File: src/rtl/multicore_pkg.sv
// Shared multicore definitions; this slice carries the branch predictor types.
package multicore_pkg;

  localparam int DATA_SIZE    = 32;
  localparam int BP_ENTRIES   = 64;
  // Widest tag any legal table size can need (smallest table has 4 entries).
  localparam int BP_TAG_MAX_W = DATA_SIZE - 4;

  typedef enum logic [1:0] {
    BP_SNT = 2'b00,
    BP_WNT = 2'b01,
    BP_WT  = 2'b10,
    BP_ST  = 2'b11
  } t_bp_cnt;

  typedef struct packed {
    logic                    valid;
    logic [BP_TAG_MAX_W-1:0] tag;
    logic [DATA_SIZE-1:0]    target;
  } t_btb_entry;

  function automatic logic [DATA_SIZE-1:0] bp_seq_pc(input logic [DATA_SIZE-1:0] pc);
    return pc + DATA_SIZE'(32'd4);
  endfunction

endpackage

File: src/rtl/sat_counter2.sv
// Two-bit saturating branch counter: next state from (count, taken).
module sat_counter2
  import multicore_pkg::*;
(
  input  t_bp_cnt i_cnt,
  input  logic    i_taken,
  output t_bp_cnt o_cnt
);

  // next-count selection, saturating at both ends
  always_comb begin
    o_cnt = i_cnt;
    case (i_cnt)
      BP_SNT:  o_cnt = i_taken ? BP_WNT : BP_SNT;
      BP_WNT:  o_cnt = i_taken ? BP_WT  : BP_SNT;
      BP_WT:   o_cnt = i_taken ? BP_ST  : BP_WNT;
      BP_ST:   o_cnt = i_taken ? BP_ST  : BP_WT;
      default: o_cnt = BP_WNT;
    endcase
  end

endmodule

File: src/rtl/branch_predictor.sv
// Direct-mapped BTB + 2-bit counter predictor with registered mispredict redirect.
// Optional BP_BYPASS_EN: same-index lookup sees the concurrent update (write-through).
module branch_predictor
  import multicore_pkg::*;
#(
  parameter int ENTRIES = BP_ENTRIES
) (
  input  logic                 i_clk,
  input  logic                 i_rst_n,
  input  logic                 i_stall,
  input  logic                 i_flush,
  input  logic                 i_lookup_valid,
  input  logic [DATA_SIZE-1:0] i_lookup_pc,
  output logic                 o_pred_valid,
  output logic                 o_pred_taken,
  output logic [DATA_SIZE-1:0] o_pred_target,
  input  logic                 i_upd_valid,
  input  logic [DATA_SIZE-1:0] i_upd_pc,
  input  logic                 i_upd_taken,
  input  logic [DATA_SIZE-1:0] i_upd_target,
  input  logic                 i_upd_pred_taken,
  input  logic [DATA_SIZE-1:0] i_upd_pred_target,
  output logic                 o_mispredict,
  output logic [DATA_SIZE-1:0] o_redirect_pc
);

  localparam int IDX_W = $clog2(ENTRIES);
  localparam int TAG_W = DATA_SIZE - IDX_W - 2;

  logic [ENTRIES-1:0]   r_valid;
  t_bp_cnt              r_cnt    [ENTRIES];
  logic [TAG_W-1:0]     r_tag    [ENTRIES];
  logic [DATA_SIZE-1:0] r_target [ENTRIES];

  logic                 r_pred_valid;
  logic                 r_pred_taken;
  logic [DATA_SIZE-1:0] r_pred_target;
  logic                 r_mispredict;
  logic [DATA_SIZE-1:0] r_redirect_pc;

  logic [IDX_W-1:0]     w_upd_idx;
  logic [IDX_W-1:0]     w_lk_idx;
  logic [TAG_W-1:0]     w_upd_tag;
  logic [TAG_W-1:0]     w_lk_tag;
  logic                 w_upd_hit;
  logic                 w_cnt_we;
  logic                 w_tgt_we;
  t_bp_cnt              w_upd_cur_cnt;
  t_bp_cnt              w_upd_sat_cnt;
  t_bp_cnt              w_upd_new_cnt;
  logic                 w_lk_fwd;
  t_btb_entry           w_lk_entry;
  t_bp_cnt              w_lk_cnt;
  logic                 w_lk_hit;
  logic                 w_lk_taken;
  logic [DATA_SIZE-1:0] w_lk_target;
  logic [DATA_SIZE-1:0] w_upd_correct;
  logic                 w_upd_wrong;

  assign w_upd_idx = i_upd_pc[IDX_W+1:2];
  assign w_upd_tag = i_upd_pc[DATA_SIZE-1:IDX_W+2];
  assign w_lk_idx  = i_lookup_pc[IDX_W+1:2];
  assign w_lk_tag  = i_lookup_pc[DATA_SIZE-1:IDX_W+2];

  // A hit trains the counter; any taken outcome (hit or allocate) writes tag/target.
  assign w_upd_hit     = r_valid[w_upd_idx] & (r_tag[w_upd_idx] == w_upd_tag);
  assign w_cnt_we      = i_upd_valid & (w_upd_hit | i_upd_taken);
  assign w_tgt_we      = i_upd_valid & i_upd_taken;
  assign w_upd_cur_cnt = r_cnt[w_upd_idx];
  assign w_upd_new_cnt = w_upd_hit ? w_upd_sat_cnt : BP_WT;

  sat_counter2 u_sat_counter2 (
    .i_cnt   (w_upd_cur_cnt),
    .i_taken (i_upd_taken),
    .o_cnt   (w_upd_sat_cnt)
  );

`ifdef BP_BYPASS_EN
  assign w_lk_fwd = i_upd_valid & (w_upd_idx == w_lk_idx);
`else
  assign w_lk_fwd = 1'b0;
`endif

  // lookup read view, optionally forwarded from the concurrent update
  always_comb begin
    w_lk_entry.valid  = r_valid[w_lk_idx] | (w_lk_fwd & w_tgt_we);
    w_lk_entry.tag    = (w_lk_fwd & w_tgt_we) ? BP_TAG_MAX_W'(w_upd_tag)
                                              : BP_TAG_MAX_W'(r_tag[w_lk_idx]);
    w_lk_entry.target = (w_lk_fwd & w_tgt_we) ? i_upd_target : r_target[w_lk_idx];
    w_lk_cnt          = (w_lk_fwd & w_cnt_we) ? w_upd_new_cnt : r_cnt[w_lk_idx];
    w_lk_hit          = w_lk_entry.valid & (w_lk_entry.tag == BP_TAG_MAX_W'(w_lk_tag));
    w_lk_taken        = w_lk_hit & w_lk_cnt[1];
    w_lk_target       = w_lk_taken ? w_lk_entry.target : bp_seq_pc(i_lookup_pc);
  end

  assign w_upd_correct = i_upd_taken ? i_upd_target : bp_seq_pc(i_upd_pc);
  assign w_upd_wrong   = (i_upd_pred_taken != i_upd_taken) |
                         (w_upd_correct != i_upd_pred_target);

  // valid bits and counters: reset discards all history
  always_ff @(posedge i_clk or negedge i_rst_n) begin
    if (!i_rst_n) begin
      r_valid <= {ENTRIES{1'b0}};
      for (int i = 0; i < ENTRIES; i++) begin
        r_cnt[i] <= BP_WNT;
      end
    end else begin
      if (w_tgt_we) begin
        r_valid[w_upd_idx] <= 1'b1;
      end
      if (w_cnt_we) begin
        r_cnt[w_upd_idx] <= w_upd_new_cnt;
      end
    end
  end

  // tag/target storage, qualified by the valid bits so no reset needed
  always_ff @(posedge i_clk) begin
    if (w_tgt_we) begin
      r_tag[w_upd_idx]    <= w_upd_tag;
      r_target[w_upd_idx] <= i_upd_target;
    end
  end

  // prediction output register: flush beats stall beats lookup
  always_ff @(posedge i_clk or negedge i_rst_n) begin
    if (!i_rst_n) begin
      r_pred_valid  <= 1'b0;
      r_pred_taken  <= 1'b0;
      r_pred_target <= {DATA_SIZE{1'b0}};
    end else if (i_flush) begin
      r_pred_valid  <= 1'b0;
    end else if (i_stall) begin
      r_pred_valid  <= r_pred_valid;
    end else if (i_lookup_valid) begin
      r_pred_valid  <= 1'b1;
      r_pred_taken  <= w_lk_taken;
      r_pred_target <= w_lk_target;
    end else begin
      r_pred_valid  <= 1'b0;
    end
  end

  // mispredict pulse and redirect target
  always_ff @(posedge i_clk or negedge i_rst_n) begin
    if (!i_rst_n) begin
      r_mispredict  <= 1'b0;
      r_redirect_pc <= {DATA_SIZE{1'b0}};
    end else if (i_upd_valid) begin
      r_mispredict  <= w_upd_wrong;
      r_redirect_pc <= w_upd_correct;
    end else begin
      r_mispredict  <= 1'b0;
    end
  end

  assign o_pred_valid  = r_pred_valid;
  assign o_pred_taken  = r_pred_taken;
  assign o_pred_target = r_pred_target;
  assign o_mispredict  = r_mispredict;
  assign o_redirect_pc = r_redirect_pc;

endmodule
File: config.mk
export PLATFORM = sky130hd
export DESIGN_NAME = branch_predictor
export DESIGN_NICKNAME = d
export VERILOG_FILES = /design/src/rtl/multicore_pkg.sv /design/src/rtl/sat_counter2.sv /design/src/rtl/branch_predictor.sv
export SDC_FILE = /design/constraint.sdc
export NUM_CORES = 2
export LEC_CHECK = 0
export ABC_CLOCK_PERIOD_IN_PS = 4300
export CAP_MARGIN = 20
export CORE_ASPECT_RATIO = 1.75
export CORE_MARGIN = 8
export CORE_UTILIZATION = 45
export DETAILED_ROUTE_END_ITERATION = 12
export PLACE_DENSITY = 0.62
export SYNTH_ARGS = -nofsm -noshare
export SYNTH_HDL_FRONTEND = slang
export SYNTH_HIERARCHICAL = 1
export SYNTH_SLANG_ARGS = --single-unit
File: constraint.sdc
create_clock -name i_clk -period 4.3 [get_ports i_clk]
set_input_delay 1.075 -clock i_clk [delete_from_list [all_inputs] [get_ports i_clk]]
set_output_delay 1.075 -clock i_clk [all_outputs]
set_load 0.02 [all_outputs]
==> summary.md <==
| Metric | Value |
|---|---|
| Run status | `finished with violations` |
| Failing checks | `negative setup slack` |
| Number of DRC markers in iteration 0 | `around 17k` |
| First-pass GRT wire length | `roughly 950000 µm` |
| Worst Clk Skew | `a little under 0.07 ns` |
| RSZ-0062 raised after global routing | `yes` |
| Detail Placement HPWL | `roughly 480000 µm` |
| CP peak stage delay | `0.61 ns` |
| Power per cell area | `a little over 400 nW/µm²` |
| Total Routing Usage GR | `approximately 37%` |
| Synth Area in Adders | `less than 1%` |
| Peak VDD IR | `418 µV` |
| Number of global-route vias before repair | `between 100k and 150k` |
| RePlAce Congestion | `a little over 1` |
| Grt met2 use | `57.9%` |
| Top Ports | `~200` |
| Power Total | `82100 µW` |
| Cells after Synth | `between 8k and 9k` |
| Synth Flop Type | `edfxtp_1` |
| Pleak | `0.0667 µW` |
| Crit Path Max Fanout | `30` |
| Post-synthesis async set-or-reset flop share | `approximately 6.7%` |
| Main combinational cell family by area after synthesis | `multiplexers` |
| Clock Sinks | `3843` |
| Initial Util | `45.1%` |
| Mapped Nets | `8739` |
| Hold Path Class | `primary input to asynchronous set/reset pin` |
| TritonCTS clock tree | `yes` |
| Area grow syn2layout | `22.5%` |
| Synth Area in Simple Gates | `~2.8%` |
| Fin crit period | `4.80 ns` |
| CTS max path bufs | `4` |
| Synth warn | `6` |
| Fin area | `~200000 µm²` |
| Per-cell routed wire length | `48.0 µm` |
| Post-CTS Hold Buffers | `0` |
| Hold violation count in the final report | `0` |
| Critical Path Slowest Stage Cell | `or4_4` |
| CTS root buf | `clkbuf_16` |
| Final cycle utilization of the critical path | `112%` |
| Antenna violations before repair | `45` |
| Clk pin slew, worst setup/hold paths | `0.07 ns` |
| Core footprint | `around 360000 µm²` |
| I/O Buffers | `a little over 200` |
| Routing usage on met1 | `42.8%` |
| Slew Limit Fails | `0` |
| Fmax | `208 MHz` |
| DRT Pass-1 Iters | `9` |
| Placement Cell Area | `~190000 µm²` |
| Clock latency on the worst-skew pair | `1.00 ns` |
| Die area | `approximately 380000 µm²` |
| Final setup violation count | `131` |
| Crit-path cells | `buf_16 -> buf_4 -> buf_8 -> buf_4 -> nand2b_1 -> buf_12 -> o22ai_1 -> nor4_1 -> a31oi_2 -> nand3_1 -> nor2_1 -> nand4_1 -> or4_4 -> or4_4 -> buf_6 -> nor3_4 -> buf_6 -> a22o_1` |
| Die H | `about 810 µm` |
| Post-synth EDFFs | `3584` |
| Global route total overflow | `0` |
| Yosys top cell area share | `between 60% and 70%` |
| Count of different cell masters after synthesis | `90` |
| Setup crit start kind | `primary input` |
| Fillers | `27.8k` |
| Worst EP arrival | `between 5 and 6 ns` |
| Worst EP required | `5.23 ns` |
| Post-synthesis mux area share | `a little under a fifth` |
| Sequential fraction of the synthesis area | `between 60% and 70%` |
| Via-per-instance ratio | `7.05` |
| Met3 Usage GRT | `7.28%` |
| Synth Area in Compound Gates | `under 10%` |
| DR vias | `107k` |
| CTS Buf Count | `359` |
| XOR/XNOR Fraction of Synth Area | `0.637%` |
| Slew HR | `30.7%` |
| Synthesized flop and latch total | `3843` |
| Top post-synthesis cells by area | `edfxtp_1 66%, mux4_2 16%, dfrtp_1 3.0%` |
| Maxcap violations | `0` |
| Layout cells sized above 1 | `about 38%` |
| Worst Path Class, Setup | `primary input to flip-flop` |
| Synth area leader | `edfxtp_1` |
| Synthesized area per cell | `19.0 µm²` |
| Grt peak-use layer | `met2` |
| Antenna viol nets, final | `0` |
| Post-detailed-route DRC marker count | `0` |
| Worst Max-Slew Pin Slew | `1.04 ns` |
| Final WL | `727000 µm` |
| Die Width | `between 400 and 500 µm` |
| Crit end category | `flip-flop` |
| PnR worst setup slack | `-0.499 ns` |
| Synthesized area | `approximately 160000 µm²` |
| H-Tree Depth | `5` |
| Fin nets | `between 10k and 15k` |
| Pin count of the biggest net entering global routing | `94` |
| Num rows | `293` |
cell usage after synthesis (24+ instances only):
master    instances
a22oi_1         323
a221o_1          33
and3_1           32
buf_4            35
inv_1            80
xor2_1           50
o22ai_1          91
xnor2_1          69
clkbuf_1        337
mux2_2          119
a22o_1          102
nand2_1         200
o211ai_1         29
a21oi_1         165
a211oi_1         30
o221ai_1         46
o21ai_0         200
nand4_1          32
a31oi_1          24
dfrtp_1         195
nand2b_1         32
nand3_1          83
edfxtp_1       3584
mux2i_1         304
a221oi_1        232
buf_1           113
nor2b_1          24
or2_2            74
nor3_1           54
mux4_2         1137
dfstp_2          64
nor2_1          224
buf_2           141
layout by cell type (no fill, tap or decap), types with 149 or more instances in the layout:
master,synthesis,final
edfxtp_1,3584,3584
mux4_2,1137,1137
buf_4,35,1079
buf_12,0,445
clkbuf_16,0,379
mux2i_1,304,288
a22oi_1,323,252
a221oi_1,232,211
nand2_1,200,196
dfrtp_1,195,195
o21ai_0,200,185
a21oi_1,165,160
nor2_1,224,149
final timing paths:
kind	depth (start not counted)	start	endpoint	slack, ns
min	1	i_rst_n	r_cnt[47]	0.11
max reg2reg	14	r_tag[30][8]	r_cnt[72]	-0.20
min reg2reg	1	r_valid[12]	r_valid[12]	0.50
max in group asynchronous	2	i_rst_n	o_redirect_pc[11]	3.18
max	18	i_upd_pc[3]	r_cnt[72]	-0.50
min in group i_clk	1	r_valid[12]	r_valid[12]	0.50
final cells by class:
class,count,area [µm²],area share [%]
Sequential cell,3843,114000,56.9
Inverter,82,317,0.158
Tap cell,4720,5910,2.94
Clock buffer,448,9620,4.79
Clock inverter,197,1950,0.972
Timing Repair Buffer,1801,20300,10.1
Antenna cell,35,87.6,0.0437
Multi-Input combinational cell,4029,48300,24.1
per-layer routing:
metal	up-vias	wire length [µm]
met2	8459	335000
met4	16	84500
met3	2603	71500
met1	56300	236000
met5	-	107
li1	39500	-
power by group:
part,internal (µW),switching [µW]
Combinational,3260,4870
Sequential,41200,224
Clock,18000,14600
Total,62400,19700
critical path, delay by kind of cell:
family	cells	cell delay [ns]
simple gates	8	2.34
compound gates	3	0.79
buf+inv	7	1.42
kinds of logic after synthesis:
kind of cell,Yosys count
flops,3843
mux,1568
compound gates,1442
simple gates,895
buf+inv,730
xor+xnor,119
fa+ha+maj,4
flip-flops by register name, indices dropped and copies added (netlist names):
signal / cells
r_tag: 1536
o_redirect_pc: 32
r_cnt: 128
o_pred_target: 32
o_pred_valid: 1
r_target: 2048
o_pred_taken: 1
r_valid: 64
o_mispredict: 1
timing repair:
item,in CTS,in global routing
endpoints found under the hold margin,0,0
gates cloned,16,14
resized for setup,165,176
pin swaps,38,92
buffers inserted,54,41
endpoints found under the setup margin,161,156
through the flow:
stage / std cells / TNS [ns] / worst slack [ns] / utilization (%) / hold WS (ns)
after floorplan: 8601 / -1252.48 / -0.935 / - / 0.447
after global placement: 14400 / -393.39 / -2.60 / 51.1 / 0.471
after detailed placement: 14400 / -367.85 / -2.50 / 51.2 / 0.476
after CTS: 15100 / -42.85 / -0.391 / 54.8 / 0.146
after global routing: 15100 / -54.37 / -0.481 / 55.3 / 0.159
final: 15200 / -56.95 / -0.499 / 55.3 / 0.110
Note: power is estimated with default switching activity, not from simulation.
